===== src/rtl/n64_cmd_tx_if.sv =====
// rtl/n64_cmd_tx_if.sv - command/line bundle between console logic and the N64 transmitter
interface n64_cmd_tx_if #(
  parameter int M = 8
);
  logic         start;
  logic [M-1:0] data;
  logic         line_low;
  logic         busy;
  logic         done;

  modport master (
    output start, data,
    input  line_low, busy, done
  );

  modport slave (
    input  start, data,
    output line_low, busy, done
  );
endinterface


===== src/rtl/n64_cmd_tx.sv =====
// rtl/n64_cmd_tx.sv - N64 single-wire command serialiser, MSB first; N64_TX_STOP_EN adds the stop bit
module n64_cmd_tx #(
  parameter int M         = 8,
  parameter int US_CYCLES = 12
) (
  input  logic           clk,
  input  logic           rstn,
  n64_cmd_tx_if.slave    bus
);
  localparam int UW = $clog2(US_CYCLES);
  localparam int BW = (M > 1) ? $clog2(M) : 1;

  typedef enum logic [1:0] {IDLE, DATA, STOP, DONE} state_t;

  state_t         state, state_n;
  logic [UW-1:0]  us_cnt, us_n;
  logic [1:0]     q_cnt, q_n;
  logic [BW-1:0]  bit_cnt, bit_n;
  logic [M-1:0]   sh, sh_n;
  logic           line_low_r, busy_r, done_r;
  logic           line_low_n, busy_n, done_n;
  logic           us_last, last_bit;

  assign us_last  = (us_cnt == UW'(US_CYCLES - 1));
  assign last_bit = (bit_cnt == BW'(M - 1));

  always_ff @(posedge clk) begin
    if (!rstn) begin
      state      <= IDLE;
      us_cnt     <= '0;
      q_cnt      <= '0;
      bit_cnt    <= '0;
      sh         <= '0;
      line_low_r <= 1'b0;
      busy_r     <= 1'b0;
      done_r     <= 1'b0;
    end else begin
      state      <= state_n;
      us_cnt     <= us_n;
      q_cnt      <= q_n;
      bit_cnt    <= bit_n;
      sh         <= sh_n;
      line_low_r <= line_low_n;
      busy_r     <= busy_n;
      done_r     <= done_n;
    end
  end

  always_comb begin
    state_n = state;
    us_n    = us_cnt;
    q_n     = q_cnt;
    bit_n   = bit_cnt;
    sh_n    = sh;
    case (state)
      IDLE: begin
        if (bus.start) begin
          state_n = DATA;
          us_n    = '0;
          q_n     = '0;
          bit_n   = '0;
          sh_n    = bus.data;
        end
      end
      DATA: begin
        if (us_last) begin
          us_n = '0;
          q_n  = q_cnt + 2'd1;
          if (q_cnt == 2'd3) begin
            if (last_bit) begin
`ifdef N64_TX_STOP_EN
              state_n = STOP;
`else
              state_n = DONE;
`endif
            end else begin
              bit_n = bit_cnt + BW'(1);
              sh_n  = sh << 1;
            end
          end
        end else begin
          us_n = us_cnt + UW'(1);
        end
      end
`ifdef N64_TX_STOP_EN
      STOP: begin
        if (us_last) begin
          us_n    = '0;
          state_n = DONE;
        end else begin
          us_n = us_cnt + UW'(1);
        end
      end
`endif
      DONE:    state_n = IDLE;
      default: state_n = IDLE;
    endcase
  end

  // Outputs are registered, so they are decoded from the state the next edge will enter.
  always_comb begin
    line_low_n = 1'b0;
    busy_n     = 1'b0;
    done_n     = 1'b0;
    case (state_n)
      DATA: begin
        busy_n     = 1'b1;
        line_low_n = (q_n < (sh_n[M-1] ? 2'd1 : 2'd3));
      end
      STOP: begin
        busy_n     = 1'b1;
        line_low_n = 1'b1;
      end
      DONE:    done_n = 1'b1;
      default: ;
    endcase
  end

  assign bus.line_low = line_low_r;
  assign bus.busy     = busy_r;
  assign bus.done     = done_r;
endmodule


===== src/flat_wrapper.sv =====
// flat-port wrapper written by rule: the top's interface ports become plain ports
module n64_cmd_tx_flat 
#(
  parameter int M         = 8,
  parameter int US_CYCLES = 12
)
  (clk, rstn, bus_start, bus_data, bus_line_low, bus_busy, bus_done);
  n64_cmd_tx_if #(.M(M)) bus_i ();
  input  logic clk;
  input  logic rstn;
  input wire logic [$bits(bus_i.start)-1:0] bus_start;
  input wire logic [$bits(bus_i.data)-1:0] bus_data;
  output wire logic [$bits(bus_i.line_low)-1:0] bus_line_low;
  output wire logic [$bits(bus_i.busy)-1:0] bus_busy;
  output wire logic [$bits(bus_i.done)-1:0] bus_done;
  assign bus_i.start = bus_start;
  assign bus_i.data = bus_data;
  assign bus_line_low = bus_i.line_low;
  assign bus_busy = bus_i.busy;
  assign bus_done = bus_i.done;
  n64_cmd_tx #(.M(M), .US_CYCLES(US_CYCLES)) u_core (.clk(clk), .rstn(rstn), .bus(bus_i));
endmodule

===== config.mk =====
export PLATFORM = sky130hd
export DESIGN_NAME = n64_cmd_tx_flat
export DESIGN_NICKNAME = d
export VERILOG_FILES = /design/src/rtl/n64_cmd_tx_if.sv /design/src/rtl/n64_cmd_tx.sv /design/src/flat_wrapper.sv
export SDC_FILE = /design/constraint.sdc
export NUM_CORES = 1
export LEC_CHECK = 0
export ABC_CLOCK_PERIOD_IN_PS = 1870
export BUFFER_PORTS_ARGS = -buffer_cell sky130_fd_sc_hd__buf_2
export CORE_MARGIN = 10
export CORE_UTILIZATION = 35
export CTS_BUF_LIST = sky130_fd_sc_hd__clkbuf_4 sky130_fd_sc_hd__clkbuf_8 sky130_fd_sc_hd__clkbuf_16
export CTS_CLUSTER_DIAMETER = 40
export DETAILED_ROUTE_END_ITERATION = 12
export GPL_TIMING_DRIVEN = 0
export HOLD_SLACK_MARGIN = 0.03
export PLACE_DENSITY_LB_ADDON = 0.08
export SLEW_MARGIN = 20
export SYNTH_ARGS = -nofsm -noshare
export SYNTH_HDL_FRONTEND = slang
export SYNTH_SLANG_ARGS = --single-unit

===== constraint.sdc =====
create_clock -name clk -period 1.87 [get_ports clk]
set_input_delay 0 -clock clk [delete_from_list [all_inputs] [get_ports clk]]
set_output_delay 0 -clock clk [all_outputs]
set_load 0.01 [all_outputs]

## Word-level counts from Yosys, hierarchy flattened

Cells that the tools add are included.
W data, S select, Z words.

| storage, ports and cells | value |
|---|---|
| flip-flop bits (word level) | 22 |
| input port bits | 11 |
| output and inout bits | 3 |
| logic and storage cells | 54 |

| cells by class | value |
|---|---|
| $add $sub $neg | 3 |
| order comparisons | 1 |
| equal/unequal tests | 11 |
| multiplexer cells | 25 |
| reductions and logical operators | 5 |

Operator list:

| kind | number |
|---|---|
| $mux W8 | 4 |
| $pmux W8 S2 | 1 |
| $mux W2 | 7 |
| $mux W3 | 4 |
| $mux W4 | 2 |
| $pmux W2 S2 | 2 |
| $pmux W4 S2 | 1 |
| $eq A2 B2 Y1 const B | 3 |
| $pmux W3 S2 | 1 |
| $reduce_and A5 Y1 | 1 |
| $add A4 B1 Y4 const B | 1 |
| $eq A2 B1 Y1 const B | 2 |
| $eq A4 B4 Y1 const B | 1 |
| $ne A2 B1 Y1 const B | 2 |
| $ne A2 B2 Y1 const B | 2 |
| $add A3 B1 Y3 const B | 1 |
| $eq A3 B3 Y1 const B | 1 |
| $add A2 B1 Y2 const B | 1 |
| $logic_not A2 Y1 | 1 |
| $lt A2 B2 Y1 | 1 |
| $mux W1 | 2 |
| $pmux W1 S2 | 1 |
| $reduce_and A2 Y1 | 1 |
| $reduce_bool A2 Y1 | 1 |
| $reduce_or A2 Y1 | 1 |

## Depth between registers and ports, before layout

Gate-level depths: netlist of the first run.

| depth | value |
|---|---|
| depth in word-level cells | 8 |
| depth in mapped cells | 9 |
| depth with buffers taken out | 9 |

## Worst setup path after synthesis of the first run

No wires, ideal clock.

| timing | value |
|---|---|
| path kind | register -> register |
| from | register u_core.bit_cnt[0] |
| to | register u_core.line_low_r, in the netlist u_core.bus.line_low |
| library setup time | 0.074 ns |
| arrival time | 1.698 ns |
| required time | 1.796 ns |
| setup slack | 0.098 ns |
| stages on the path, launching flop included | 9 |
| buffers on the path | 0 |
| clock period less this slack | 1.772 ns |
| cells stage by stage | dfxtp_1 -> ha_1 -> ha_1 -> nor4_4 -> a221oi_2 -> ha_1 -> nor2b_1 -> o21ai_0 -> a31oi_1 |

| between the ends | value |
|---|---|
| cells in the longest elaborated chain, start to end | 8 |
| elaborated cells on any way between the ends | 14 |
| those cells by class | 1 x order compare; 3 x eq/ne; 10 x mux |

RTL lines:

| item | line | text |
|---|---|---|
| start: declaration | n64_cmd_tx.sv:18 | `logic [BW-1:0] bit_cnt, bit_n;` |
| start signal: assignment | n64_cmd_tx.sv:41 | `bit_cnt <= bit_n;` |
| $eq A3 B3 Y1 | n64_cmd_tx.sv:25 | `assign last_bit = (bit_cnt == BW'(M - 1));` |
| $mux W8 | n64_cmd_tx.sv:70 | `if (last_bit) begin` |
| $mux W8 | n64_cmd_tx.sv:69 | `if (q_cnt == 2'd3) begin` |
| $mux W8 | n64_cmd_tx.sv:66 | `if (us_last) begin` |
| $pmux W8 S2 | n64_cmd_tx.sv:55 | `case (state)` |
| via u_core.sh_n[7] | n64_cmd_tx.sv:19 | `logic [M-1:0] sh, sh_n;` |
| $mux W2 | n64_cmd_tx.sv:108 | `line_low_n = (q_n < (sh_n[M-1] ? 2'd1 : 2'd3));` |
| $lt A2 B2 Y1 | n64_cmd_tx.sv:108 |  |
| $pmux W1 S2 | n64_cmd_tx.sv:105 | `case (state_n)` |
| end signal: assignment | n64_cmd_tx.sv:43 | `line_low_r <= line_low_n;` |
| end: declaration | n64_cmd_tx.sv:20 | `logic line_low_r, busy_r, done_r;` |

The timed path passes the listed nets, and every way through them passes these cells. The select of a mux whose other input is x is not followed.
A chain may end at the register's enable or synchronous reset.

## Worst setup path after layout of the first run

| timing | value |
|---|---|
| from | register u_core.us_cnt[0] |
| to | register u_core.line_low_r, in the netlist u_core.bus.line_low |

| between the ends | value |
|---|---|
| cells in the longest elaborated chain, start to end | 6 |
| elaborated cells on any way between the ends | 12 |
| those cells by class | 1 x order compare; 3 x eq/ne; 8 x mux |

RTL lines:

| item | line | text |
|---|---|---|
| start: declaration | n64_cmd_tx.sv:16 | `logic [UW-1:0] us_cnt, us_n;` |
| start signal: assignment | n64_cmd_tx.sv:39 | `us_cnt <= us_n;` |
| $eq A4 B4 Y1 | n64_cmd_tx.sv:24 | `assign us_last = (us_cnt == UW'(US_CYCLES - 1));` |
| $mux W8 | n64_cmd_tx.sv:66 |  |
| $pmux W8 S2 | n64_cmd_tx.sv:55 |  |
| via u_core.sh_n[7] | n64_cmd_tx.sv:19 |  |
| $mux W2 | n64_cmd_tx.sv:108 |  |
| $lt A2 B2 Y1 | n64_cmd_tx.sv:108 |  |
| $pmux W1 S2 | n64_cmd_tx.sv:105 |  |

The timed path passes the listed nets, and every way through them passes these cells. The select of a mux whose other input is x is not followed.

==> results of run 1 <==
power breakdown:
group          switching [mW]  internal (mW)
Combinational          0.0550         0.0580
Clock                   0.144          0.119
Sequential             0.0112          0.486
Total                   0.210          0.663
worst min-delay path by stage:
stage	start	endpoint	depth (start not counted)
floorplan	rstn	u_core.us_cnt[3]	2
global placement	bus_data[0]	u_core.sh[0]	3
detailed placement	bus_data[0]	u_core.sh[0]	3
CTS	bus_start	u_core.us_cnt[0]	4
global route	bus_start	u_core.us_cnt[0]	4
finish	bus_start	u_core.us_cnt[0]	4
synth_stat cells, types with 2 or more instances:
library cell  instances
o21ai_0               4
and2_1                6
clkbuf_1              2
nor2_1                4
nor2b_1               7
dfxtp_1              22
nand2_1              10
ha_1                  8
a21oi_1               3
nand3b_1              3
nand3_1               3
a21boi_1              8
inv_1                 7
a31oi_1               2
a22oi_1               8
metal layers:
metal  track usage (%)  wire [µm]
met5                 0          0
met4              3.35          0
met3              1.53         49
met2              13.5       1160
met1              11.4       1200
logic make-up (layout without fill, tap and decap cells):
family	count (synthesis)	in the layout	synth area share, %
simple gates	40	40	23.0
flops	22	22	39.8
buf+inv	11	41	4.41
compound gates	32	32	22.7
fa+ha+maj	8	8	9.05
mux	1	1	1.02
sequential cells by signal (all words and copies together) (netlist names):
name,flops
u_core.state,2
u_core.bus.line_low,1
u_core.q_cnt,2
u_core.us_cnt,4
u_core.bus.busy,1
u_core.bit_cnt,3
u_core.sh,8
u_core.bus.done,1
cell usage in the layout (no fill, tap or decap), types with 5 or more instances in the layout:
| cell | Yosys | final |
|---|---|---|
| dlygate4sd3_1 | 0 | 8 |
| nor2b_1 | 7 | 7 |
| a21boi_1 | 8 | 8 |
| inv_1 | 7 | 6 |
| nand2_1 | 10 | 10 |
| dfxtp_2 | 0 | 5 |
| and2_1 | 6 | 6 |
| buf_2 | 0 | 13 |
| a22oi_1 | 8 | 8 |
| buf_4 | 0 | 5 |
| dfxtp_1 | 22 | 17 |
tightest hold or removal path, delay by kind of cell:
kind | cells | cell delay, ns
AO/OA/AOI/OAI | 2 | 0.16
buffers and inverters | 1 | 0.10
AND/OR/NAND/NOR | 1 | 0.07
layout make-up:
type | count | area [µm²] | area share (%)
timing repair buffer | 26 | 183 | 12.8
inverter | 8 | 30.0 | 2.11
multi-input combinational | 81 | 653 | 45.9
buffer | 3 | 18.8 | 1.32
clock buffer | 4 | 36.3 | 2.55
sequential | 22 | 447 | 31.4
tap | 44 | 55.1 | 3.87
metrics by stage:
step                std cells  instance area (µm²)  setup WS, ns  power [mW]
global placement          171                 1230        -0.202       0.604
detailed placement        171                 1230        -0.170       0.606
global route              188                 1420       -0.0168       0.922
floorplan                 114                 1110        0.0982       0.573
CTS                       187                 1380       0.00324       0.884
finish                    188                 1420         0.109       0.873
timing repair:
| item | in CTS | in global routing |
|---|---|---|
| resized for setup | 3 | 13 |
| hold endpoints to repair | 9 | 0 |
| setup endpoints to repair | 1 | 1 |
| hold buffers | 8 | 0 |
| pin swaps | 3 | 4 |
| buffers inserted | 4 | 1 |
==> metrics.txt, run 1 <==
# TYPE chip_impl_metric gauge
chip_impl_info{name="run_status",value="finished, final reports clean"} 1
chip_impl_metric{name="routability_driven_placement_congestion_ratio",unit=""} 0.704
chip_impl_info{name="cts_tree",value="built"} 1
chip_impl_metric{name="critPathMaxStageDelay",unit="ns"} 0.40
chip_impl_metric{name="ff2ff_path_depth",unit=""} 8
chip_impl_info{name="startpoint",value="u_core.us_cnt[0]"} 1
chip_impl_metric{name="antenna_cells_inserted",unit=""} 0
chip_impl_metric{name="crit_cells",unit=""} 8
chip_impl_metric{name="detailed_place_hpwl",unit="µm"} 1700
chip_impl_metric{name="critical_path_buf_inv_count",unit=""} 0
chip_impl_metric{name="fp-row-count",unit=""} 20
chip_impl_metric{name="start_util",unit="%"} 36.5
chip_impl_metric{name="post_drt_via_cell_ratio",unit=""} 4.81
chip_impl_metric{name="track_usage",unit="%"} 8.63
chip_impl_metric{name="post_synth_num_cell_types",unit=""} 32
chip_impl_metric{name="die_h",unit="µm"} 76.2
chip_impl_metric{name="numPortBuffers",unit=""} 13
chip_impl_metric{name="first_global_vias",unit=""} 928
chip_impl_metric{name="worstMarginPinSlew",unit="ns"} 0.483
chip_impl_info{name="r2r_end",value="u_core.bus.line_low"} 1
chip_impl_metric{name="area_growth_syn_to_layout",unit="%"} 28.6
chip_impl_metric{name="timing.final.hold_violations",unit=""} 0
chip_impl_metric{name="syn_inst",unit=""} 114
chip_impl_metric{name="clk_pin_slew",unit="ns"} 0.12
chip_impl_metric{name="fp.dieArea",unit="µm²"} 5810
chip_impl_metric{name="ys_seq_area_share",unit="%"} 39.8
chip_impl_metric{name="fin_setup_tns",unit="ns"} 0
chip_impl_metric{name="largest_net_degree_at_the_start_of_global_routing",unit=""} 13
chip_impl_metric{name="synth.avg_cell_area",unit="µm²"} 9.70
chip_impl_metric{name="routed_wirelength",unit="µm"} 2410
chip_impl_info{name="rr_startpoint",value="u_core.us_cnt[0]"} 1
chip_impl_metric{name="final_nets",unit=""} 164
chip_impl_metric{name="final.period_utilization",unit="%"} 94.2
chip_impl_metric{name="htree_num_levels",unit=""} 1
chip_impl_metric{name="vdd_drop_max",unit="V"} 0.000364
chip_impl_info{name="type_of_the_tightest_min_delay_check",value="in -> reg"} 1
chip_impl_metric{name="synth_top_cell_area_share",unit="%"} 39.8
chip_impl_metric{name="post_drt_antenna_nets",unit=""} 0
chip_impl_info{name="timing.critical_path.max_delay_family",value="compound AO/OA/AOI/OAI gates"} 1
chip_impl_info{name="synth_ff_type",value="dfxtp_1"} 1
chip_impl_metric{name="fillers",unit=""} 287
chip_impl_metric{name="worst_ep_arrival_time",unit="ns"} 1.97
chip_impl_metric{name="routed-via-count",unit=""} 905
chip_impl_metric{name="remaining_drc_errors",unit=""} 0
chip_impl_metric{name="post_drt_wl_per_cell",unit="µm"} 12.8
chip_impl_metric{name="antenna_found_initial",unit=""} 0
chip_impl_metric{name="final.hold.worst_slack",unit="ns"} 0.0646
chip_impl_metric{name="synth-edff-count",unit=""} 0
chip_impl_metric{name="finalCoreUtilization",unit="%"} 47.0
chip_impl_metric{name="power.leakage",unit="nW"} 0.550
chip_impl_metric{name="worstPathRequired",unit="ns"} 2.08
chip_impl_metric{name="first_pass_iters",unit=""} 4
chip_impl_info{name="critical_path.endpoint",value="u_core.bus.line_low"} 1
chip_impl_metric{name="timing.slew.headroom",unit="%"} 67.7
chip_impl_info{name="critical_path.cell_chain",value="ha_4 -> and3b_2 -> a41oi_4 -> a221oi_2 -> ha_2 -> nor2b_1 -> o21ai_1 -> a31oi_1"} 1
chip_impl_metric{name="die_width",unit="µm"} 76.2
chip_impl_metric{name="p_per_area",unit="nW/µm²"} 613
chip_impl_metric{name="synthesis.nets",unit=""} 133
chip_impl_metric{name="timing.fmax",unit="GHz"} 0.568
chip_impl_metric{name="number_of_flip_flops_and_latches_in_the_synthesized_netlist",unit=""} 22
chip_impl_metric{name="final_setup_skew",unit="ns"} 0.00235
chip_impl_metric{name="grt_pass1_wl",unit="µm"} 4260
chip_impl_metric{name="timing.max_cap.violations",unit=""} 0
chip_impl_info{name="netlist.top_cell.by_area",value="dfxtp_1"} 1
chip_impl_metric{name="synth-async-reset-ratio",unit="%"} 0
chip_impl_metric{name="reg2reg_slack",unit="ns"} 0.11
chip_impl_info{name="synth_top_cells_by_area",value="dfxtp_1 (40%), ha_1 (9.0%), a21boi_1 (5.4%), a22oi_1 (5.4%), nor2b_1 (4.0%)"} 1
chip_impl_info{name="startpoint_types",value="flop"} 1
chip_impl_metric{name="drive_above_1_share",unit="%"} 31.3
chip_impl_metric{name="cts_max_path_buffers",unit=""} 2
chip_impl_metric{name="report.final.setup_viol",unit=""} 0
chip_impl_metric{name="cts.sinks",unit=""} 22
chip_impl_metric{name="coreArea",unit="µm²"} 3030
chip_impl_info{name="setup_crit_end_kind",value="flop"} 1
chip_impl_info{name="cts_root_buffer",value="clkbuf_4"} 1
chip_impl_metric{name="post_synth_instance_area",unit="µm²"} 1110
chip_impl_info{name="critical_path.slowest_cell",value="dfxtp_2"} 1
chip_impl_metric{name="layout_min_cycle_time",unit="ns"} 1.76
chip_impl_metric{name="drt_iter0_markers",unit=""} 40
chip_impl_metric{name="ioPinCount",unit=""} 14
chip_impl_metric{name="overflow",unit=""} 0
chip_impl_metric{name="worst_skew_pair.late_latency",unit="ns"} 0.30
chip_impl_metric{name="timing.critical_path.fanout_max",unit=""} 4
chip_impl_info{name="critPathKind",value="reg -> reg"} 1
chip_impl_metric{name="slew_violations",unit=""} 0
chip_impl_metric{name="yosys_warnings",unit=""} 0
chip_impl_metric{name="cts-buffers-inserted",unit=""} 3
No activity file was read; power rests on OpenSTA's default activity.
==> run 2, diff against run 1 <==
Settings changed: CORE_ASPECT_RATIO from default to 1.25.
==> run 2 against run 1 <==
  * Critical path depth stayed put
  * Clock power is 18% lower
  * Setup slack worse by 0.0091 ns
  * Sequential power hardly changed
  * Critical endpoint unchanged
  * Clock-buffer cell count is 1 lower
  * Clock skew is 0.0012 ns lower
==> metrics.txt, run 2 (synthesized netlist as in run 1, its figures left out) <==
# TYPE chip_impl_metric gauge
chip_impl_metric{name="remaining_drc_errors",unit=""} 0
chip_impl_metric{name="first_global_vias",unit=""} 918
chip_impl_metric{name="post_drt_wl_per_cell",unit="µm"} 12.8
chip_impl_metric{name="area_growth_syn_to_layout",unit="%"} 25.3
chip_impl_metric{name="cts-buffers-inserted",unit=""} 3
chip_impl_metric{name="post_drt_via_cell_ratio",unit=""} 5.04
chip_impl_info{name="critical_path.slowest_cell",value="dfxtp_2"} 1
chip_impl_metric{name="p_per_area",unit="nW/µm²"} 595
chip_impl_info{name="final_common_cell",value="dfxtp_1"} 1
chip_impl_metric{name="largest_register_ffs",unit=""} 8
chip_impl_metric{name="timing.final.hold_violations",unit=""} 0
chip_impl_metric{name="largest_net_degree_at_the_start_of_global_routing",unit=""} 12
chip_impl_info{name="critPathKind",value="reg -> reg"} 1
chip_impl_metric{name="detailed_place_hpwl",unit="µm"} 1690
chip_impl_metric{name="fin_setup_tns",unit="ns"} 0
chip_impl_metric{name="critPathMaxStageDelay",unit="ns"} 0.39
chip_impl_metric{name="antenna_found_initial",unit=""} 0
chip_impl_metric{name="ioPinCount",unit=""} 14
chip_impl_metric{name="die_width",unit="µm"} 70.3
chip_impl_metric{name="wl_met3",unit="µm"} 78
chip_impl_metric{name="start_util",unit="%"} 36.9
chip_impl_metric{name="antenna_cells_inserted",unit=""} 0
chip_impl_metric{name="first_pass_iters",unit=""} 4
chip_impl_metric{name="htree_num_levels",unit=""} 1
chip_impl_metric{name="clk_pin_slew",unit="ns"} 0.12
chip_impl_info{name="setup_crit_end_kind",value="flop"} 1
chip_impl_info{name="rsz0062_at_grt",value="no"} 1
chip_impl_metric{name="worst_ep_arrival_time",unit="ns"} 1.97
chip_impl_metric{name="fp.dieArea",unit="µm²"} 5820
chip_impl_metric{name="die_h",unit="µm"} 82.9
chip_impl_metric{name="timing.slew.headroom",unit="%"} 69.3
chip_impl_info{name="type_of_the_tightest_min_delay_check",value="in -> reg"} 1
chip_impl_info{name="top_signal_layer_used",value="met4"} 1
chip_impl_metric{name="postPlaceCellArea",unit="µm²"} 1220
chip_impl_metric{name="numPortBuffers",unit=""} 13
chip_impl_metric{name="wl_met2",unit="µm"} 1140
chip_impl_metric{name="power.leakage",unit="nW"} 0.540
chip_impl_metric{name="final.hold.worst_slack",unit="ns"} 0.0742
chip_impl_info{name="layout_top_registers",value="u_core.sh x8, u_core.us_cnt x4, u_core.bit_cnt x3"} 1
chip_impl_metric{name="postLayoutCellArea",unit="µm²"} 1390
chip_impl_metric{name="drt_iter0_markers",unit=""} 27
chip_impl_metric{name="placedCellCount",unit=""} 163
chip_impl_metric{name="wl_met1",unit="µm"} 1040
chip_impl_metric{name="timing.max_cap.violations",unit=""} 0
chip_impl_metric{name="final_nets",unit=""} 163
chip_impl_metric{name="track_usage",unit="%"} 8.00
chip_impl_info{name="mostFrequentLayoutCells",value="dfxtp_1 (19), buf_2 (13), nand2_1 (10)"} 1
chip_impl_info{name="cts_root_buffer",value="clkbuf_4"} 1
chip_impl_metric{name="timing.critical_path.fanout_max",unit=""} 4
chip_impl_metric{name="report.final.setup_viol",unit=""} 0
chip_impl_metric{name="overflow",unit=""} 0
chip_impl_metric{name="vdd_drop_max",unit="V"} 0.000422
chip_impl_metric{name="fp-row-count",unit=""} 22
chip_impl_metric{name="finalCoreUtilization",unit="%"} 46.2
chip_impl_info{name="timing.critical_path.max_delay_family",value="compound AO/OA/AOI/OAI gates"} 1
chip_impl_metric{name="post_drt_antenna_nets",unit=""} 0
chip_impl_info{name="run_status",value="finished, final reports clean"} 1
chip_impl_metric{name="timing.fmax",unit="GHz"} 0.565
chip_impl_metric{name="worst_skew_pair.late_latency",unit="ns"} 0.30
chip_impl_info{name="largest-register",value="u_core.sh"} 1
chip_impl_metric{name="critical_path_buf_inv_count",unit=""} 0
chip_impl_metric{name="final.period_utilization",unit="%"} 94.7
chip_impl_info{name="critical_path.cell_chain",value="ha_4 -> and3b_2 -> a41oi_4 -> a221oi_2 -> ha_2 -> nor2b_1 -> o21ai_1 -> a31oi_1"} 1
chip_impl_metric{name="worstPathRequired",unit="ns"} 2.07
chip_impl_metric{name="routability_driven_placement_congestion_ratio",unit=""} 0.790
chip_impl_metric{name="cts_max_path_buffers",unit=""} 2
chip_impl_info{name="startpoint_types",value="flop"} 1
chip_impl_metric{name="final_setup_skew",unit="ns"} 0.00119
chip_impl_metric{name="layout_min_cycle_time",unit="ns"} 1.77
chip_impl_metric{name="slew_violations",unit=""} 0
chip_impl_metric{name="grt_pass1_wl",unit="µm"} 3990
chip_impl_metric{name="coreArea",unit="µm²"} 3000
chip_impl_info{name="cts_tree",value="built"} 1
chip_impl_metric{name="drive_above_1_share",unit="%"} 28.2
chip_impl_metric{name="routed-via-count",unit=""} 897
chip_impl_metric{name="worstMarginPinSlew",unit="ns"} 0.461
chip_impl_metric{name="stdcell_count",unit=""} 178
chip_impl_metric{name="cts.sinks",unit=""} 22
chip_impl_metric{name="routed_wirelength",unit="µm"} 2280
-- run 2: cell types whose count changed in the layout (fill, tap and decap cells not counted) --
cell / delta
dfxtp_2: -2
dfxtp_1: +2
clkbuf_8: -1
ha_2: -1
ha_1: +1
buf_4: -1
-- run 2: worst min-delay path, delay by kind of cell --
kind	cells	cell delay, ns
compound gates	2	0.16
simple gates	1	0.08
buf+inv	1	0.10
-- run 2: layout make-up --
type                       instances  area, µm²
buffer                             3       18.8
clock buffer                       3       22.5
fill                             304       1610
inverter                           8       30.0
multi-input combinational         81        651
sequential                        22        444
tap                               36       45.0
timing repair buffer              25        175
-- run 2: per-stage QoR --
| stage | setup WS (ns) | total power [mW] |
|---|---|---|
| finish | 0.0995 | 0.824 |
| detailed placement | -0.131 | 0.606 |
| CTS | 0.000518 | 0.840 |
| floorplan | 0.0982 | 0.573 |
| global route | 0.0113 | 0.866 |
| global placement | -0.128 | 0.605 |
-- run 2: final timing paths --
check	start	end	slack, ns	cells after the start
max	u_core.us_cnt[0]	u_core.bus.line_low	0.1	8
min	bus_start	u_core.us_cnt[0]	0.07	4
max reg2reg	u_core.us_cnt[0]	u_core.bus.line_low	0.1	8
min reg2reg	u_core.sh[2]	u_core.sh[2]	0.46	2
-- run 2: what timing repair did --
item / CTS / global route
setup buffers: 3 / 1
pin swaps: 1 / 4
hold buffers: 8 / 0
setup endpoints to repair: 1 / 1
gates resized for setup: 1 / 12
endpoints found under the hold margin: 9 / 0
-- run 2: metal layers --
layer  up-vias  track usage (%)
met5         -                0
met4         0             3.76
met3         2             1.90
met2        11             14.0
met1       429             8.65
li1        455                -
-- run 2: where the power goes --
part / switching (mW) / internal [mW] / total [mW]
sequential: 0.0110 / 0.486 / 0.497
combinational: 0.0546 / 0.0579 / 0.113
clock: 0.140 / 0.0751 / 0.215
